<file path="src/rtl/seq_det_prog.sv">
// Runtime-programmable serial bit-pattern detector. Pattern, length and overlap mode
// are loaded through a config port. Outputs a Mealy strobe, its registered copy and a saturating count.
module seq_det_prog #(
  parameter int                 MAX_LEN = 8,
  parameter int                 CNT_W   = 8,
  parameter logic [MAX_LEN-1:0] RST_PAT = 8'h0A,
  parameter int                 RST_LEN = 4,
  parameter logic               RST_OVL = 1'b1,
  localparam int                LW      = $clog2(MAX_LEN+1)
) (
  input  logic               clk,
  input  logic               rst,
  input  logic               cfg_we,
  input  logic [MAX_LEN-1:0] cfg_pattern,
  input  logic [LW-1:0]      cfg_len,
  input  logic               cfg_overlap,
  input  logic               in_valid,
  input  logic               x,
  input  logic               cnt_clr,
  output logic               match,
  output logic               match_q,
  output logic [CNT_W-1:0]   match_cnt,
  output logic               cnt_sat
);

  localparam logic [LW-1:0] MAX_L   = LW'(MAX_LEN);
  localparam logic [LW-1:0] RST_L   = (RST_LEN > MAX_LEN) ? LW'(MAX_LEN) : LW'(RST_LEN);
  localparam logic [LW-1:0] ONE_L   = {{(LW-1){1'b0}}, 1'b1};

  logic [MAX_LEN-1:0] hist_r;
  logic [LW-1:0]      fill_r;
  logic [MAX_LEN-1:0] pat_r;
  logic [LW-1:0]      len_r;
  logic               ovl_r;
  logic [CNT_W-1:0]   cnt_r;
  logic               match_q_r;

  logic [MAX_LEN-1:0] win_s;
  logic [MAX_LEN-1:0] mask_s;
  logic [LW:0]        fill_inc_s;
  logic [LW-1:0]      len_ld_s;
  logic               match_s;

  // Window compare: only the low len bits of {hist,x} count, and only once enough bits arrived
  always_comb begin
    win_s      = {hist_r[MAX_LEN-2:0], x};
    mask_s     = {MAX_LEN{1'b0}};
    fill_inc_s = {1'b0, fill_r} + {{LW{1'b0}}, 1'b1};
    match_s    = 1'b0;
    len_ld_s   = cfg_len;
    for (int i = 0; i < MAX_LEN; i++) begin
      mask_s[i] = (i < int'(len_r));
    end
    if (cfg_len > MAX_L) begin
      len_ld_s = MAX_L;
    end else begin
      len_ld_s = cfg_len;
    end
    if (in_valid && !cfg_we && (len_r != {LW{1'b0}}) && (fill_inc_s >= {1'b0, len_r}) &&
        (((win_s ^ pat_r) & mask_s) == {MAX_LEN{1'b0}})) begin
      match_s = 1'b1;
    end else begin
      match_s = 1'b0;
    end
  end

  // History window, fill level and active configuration
  always_ff @(posedge clk or negedge rst) begin
    if (!rst) begin
      hist_r <= {MAX_LEN{1'b0}};
      fill_r <= {LW{1'b0}};
      pat_r  <= RST_PAT;
      len_r  <= RST_L;
      ovl_r  <= RST_OVL;
    end else if (cfg_we) begin
      hist_r <= {MAX_LEN{1'b0}};
      fill_r <= {LW{1'b0}};
      pat_r  <= cfg_pattern;
      len_r  <= len_ld_s;
      ovl_r  <= cfg_overlap;
    end else if (in_valid) begin
      hist_r <= win_s;
      // Non-overlapping mode restarts the window so no matched bit is reused
      if (match_s && !ovl_r) begin
        fill_r <= {LW{1'b0}};
      end else if (fill_r == MAX_L) begin
        fill_r <= fill_r;
      end else begin
        fill_r <= fill_r + ONE_L;
      end
    end
  end

  // Saturating match counter; clear wins over a same-cycle match
  always_ff @(posedge clk or negedge rst) begin
    if (!rst) begin
      cnt_r <= {CNT_W{1'b0}};
    end else if (cnt_clr) begin
      cnt_r <= {CNT_W{1'b0}};
    end else if (match_s && !(&cnt_r)) begin
      cnt_r <= cnt_r + {{(CNT_W-1){1'b0}}, 1'b1};
    end
  end

  // Registered copy of the match strobe
  always_ff @(posedge clk or negedge rst) begin
    if (!rst) begin
      match_q_r <= 1'b0;
    end else begin
      match_q_r <= match_s;
    end
  end

  assign match     = match_s;
  assign match_q   = match_q_r;
  assign match_cnt = cnt_r;
  assign cnt_sat   = &cnt_r;

endmodule
</file>
<file path="config.mk">
export PLATFORM = sky130hd
export DESIGN_NAME = seq_det_prog
export DESIGN_NICKNAME = d
export VERILOG_FILES = /design/src/rtl/seq_det_prog.sv
export SDC_FILE = /design/constraint.sdc
export NUM_CORES = 1
export LEC_CHECK = 0
export CAP_MARGIN = 20
export CELL_PAD_IN_SITES_DETAIL_PLACEMENT = 1
export CELL_PAD_IN_SITES_GLOBAL_PLACEMENT = 2
export CORE_ASPECT_RATIO = 1.2
export CORE_MARGIN = 4
export CORE_UTILIZATION = 30
export DETAILED_ROUTE_END_ITERATION = 8
export PLACE_DENSITY_LB_ADDON = 0.1
export SLEW_MARGIN = 20
export SYNTH_ARGS = -nofsm -noshare
export SYNTH_HDL_FRONTEND = slang
export SYNTH_SLANG_ARGS = --single-unit
</file>
<file path="constraint.sdc">
create_clock -name clk -period 2.2 [get_ports clk]
set_input_delay 0.44 -clock clk [delete_from_list [all_inputs] [get_ports clk]]
set_output_delay 0.44 -clock clk [all_outputs]
set_load 0.02 [all_outputs]
</file>
==> run metrics <==
outcome finished with violations; failing checks negative setup slack; Hold WS between 0.5 and 0.6 ns; Synth Flop Type dfrtp_1; DR top layer met4; diode count 0; WL/cell 15.6 microns; Area Growth Syn to Fin 46.0%; cell area after synthesis around 0.0018 sq mm; H-tree depth 2; Starting Density between 30% and 40%; Post-Place Setup Slack -0.584 ns; Static Leak 1.13 nW; Mapped Nets approximately 190; Worst Path Class, Setup reg -> out; core area 0.00567 sq mm; final wirelength 4.76 mm; average cell area after synthesis 10.6 sq um; library cells used by synthesis 38; Num CTS Buffers 5; data required time of the worst path 1.76 ns; Post-DRT Antenna Nets 0; Worst Skew ~0.0046 ns; Seq/Total Area, Yosys 47.1%; CTS Root Cell clkbuf_8; CP Launch Type flip-flop; total number of vias 1451; FF-to-FF Start fill_r[0]; gr usage total 14.1%; Setup TNS Final -0.187 ns; layout net count 250; Ys Warns 0; Tmin final 2.30 ns; Max clock buf depth 2; Clk pin slew, worst setup/hold paths 0.07 ns; gate count after technology mapping 166; commonest non-fill, non-tap cell in the layout dfrtp_1; share of layout cells above drive strength 1 32.4%; M1 wire length 2.10 mm; max frequency 435 MHz; DRT iter0 DRCs 46; clk sinks 33; worst hold start x; Die Ht 92.0 microns; max-cap violations 0; PnR worst setup slack -0.101 ns; WL met2 2.43 mm; Final Cycle Share 105%; worst slew pin tran ~0.44 ns; clk_lat worst skew 0.28 ns; Post-synth ARST share between 90% and 100%; Site Rows 30; vias per cell 4.76; crit path max fanout 5; Placer Congestion just under 0.8; crit path DAT 1.86 ns; Pwr Total 0.00152 W; RSZ-0062 raised after global routing true; first-pass GRT wire length 7.87 mm; # port buffers 29; dpl hpwl 3.29 mm; final hold vios 0; Max VDD drop 268 uV; Post-synth EDFFs 0; vias in the first global route around 1700; largest net degree at the start of global routing 34; commonest cells after routing, fill and taps aside dfrtp_1 (26), buf_4 (25), clkdlybuf4s50_1 (24), nor2_1 (17); Initial DRT Pass Iterations 4; Hold Path Class in -> reg; #FFs+latches synth 33; PwrDens between 500 and 600 mW/mm^2; initial antenna violation count 0; # setup viols final 3; met3 WL 166 microns; crit end category output port; gr ovfl total 0; Die W 78.0 microns; Die Area 0.00718 sq mm; Rel. slew slack 70.4%; DRC viols 0; CP startpoint fill_r[0]; Slew Limit Fails 0; Top Ports 30; TritonCTS clock tree yes
==> cell families after synthesis <==
group                    after synthesis  share of synthesized area [%]
AND/OR/NAND/NOR                       51                           15.4
XOR/XNOR                              13                           6.45
buffers and inverters                 14                           3.05
adder cells (fa/ha/maj)                7                           4.96
flip-flops                            33                           47.1
multiplexers                          19                           11.5
AO/OA/AOI/OAI                         29                           11.6
==> where the power goes <==
group / leakage, nW / internal (W) / switching (W)
clock: 0.0585 / 0.000369 / 0.000234
combinational: 0.648 / 0.000131 / 0.000113
sequential: 0.423 / 0.000641 / 0.0000360
==> state kept, by name, indices dropped and copies added (netlist names) <==
signal     flops
match_q        1
len_r          4
pat_r          8
ovl_r          1
fill_r         4
hist_r         7
match_cnt      8
==> metrics by stage <==
step | cells | cell area [sq um] | utilization (%)
final | 305 | 2580 | 45.5
after global placement | 292 | 2300 | 40.7
after global routing | 305 | 2580 | 45.5
after floorplan | 166 | 1770 | -
after detailed placement | 292 | 2300 | 40.7
after CTS | 302 | 2500 | 44.1
==> cells in the mapped netlist (2+ instances only) <==
cell type / count / area [sq um]
nand2_1: 5 / 18.8
nand3b_1: 3 / 22.5
dfstp_2: 4 / 105
mux2i_1: 9 / 90.1
dfrtp_1: 29 / 726
nand2b_1: 4 / 25.0
and3_1: 4 / 25.0
o21ai_0: 8 / 40.0
inv_1: 9 / 33.8
o211ai_1: 2 / 15.0
a31oi_1: 3 / 18.8
ha_1: 7 / 87.6
nand4_1: 2 / 12.5
o22ai_1: 3 / 18.8
xor2_1: 4 / 35.0
nand3_1: 6 / 30.0
mux2_2: 10 / 113
or4_1: 2 / 15.0
xnor2_1: 9 / 78.8
buf_1: 2 / 7.51
clkbuf_1: 2 / 7.51
nor2_1: 17 / 63.8
nor3_1: 3 / 15.0
a21oi_1: 5 / 25.0
==> what timing repair did <==
item / in CTS / in global routing
setup endpoints to repair: 7 / 6
cloned: 0 / 0
setup buffers: 2 / 4
hold endpoints to repair: 0 / 0
resized for setup: 20 / 16
pin swaps: 3 / 8
hold buffers: 0 / 0
==> critical path: stages, from the launching register on <==
cell and delay, ns:
dfrtp_2 0.46, ha_4 0.19, xor2_1 0.14, ha_1 0.29, o21ai_2 0.06, o21ai_2 0.17
nand2_2 0.08, inv_2 0.08, buf_6 0.11
==> routing by layer <==
metal	vias up	global-route usage, %
met1	718	16.6
met2	23	24.0
met4	0	5.25
met5	-	0
li1	704	-
met3	6	4.22
==> path summary, 6_finish.rpt <==
kind                       depth (start not counted)  slack (ns)            to
hold / removal                                     3        0.52     hist_r[0]
setup / recovery                                   8       -0.10         match
hold reg to reg                                    1        0.55      pat_r[6]
setup reg to reg                                   9       -0.07  match_cnt[7]
min in group asynchronous                          2        0.57     fill_r[0]
max in group asynchronous                          2        1.29      pat_r[3]
==> area by class of cell <==
cell class	count	area, sq um
tap	80	100
sequential	33	835
timing repair buffer	56	509
multi-input combinational	119	982
fill	630	3090
clock inverter	1	30.0
clock buffer	7	86.3
inverter	9	33.8
Power figures use the tool's default switching activity.
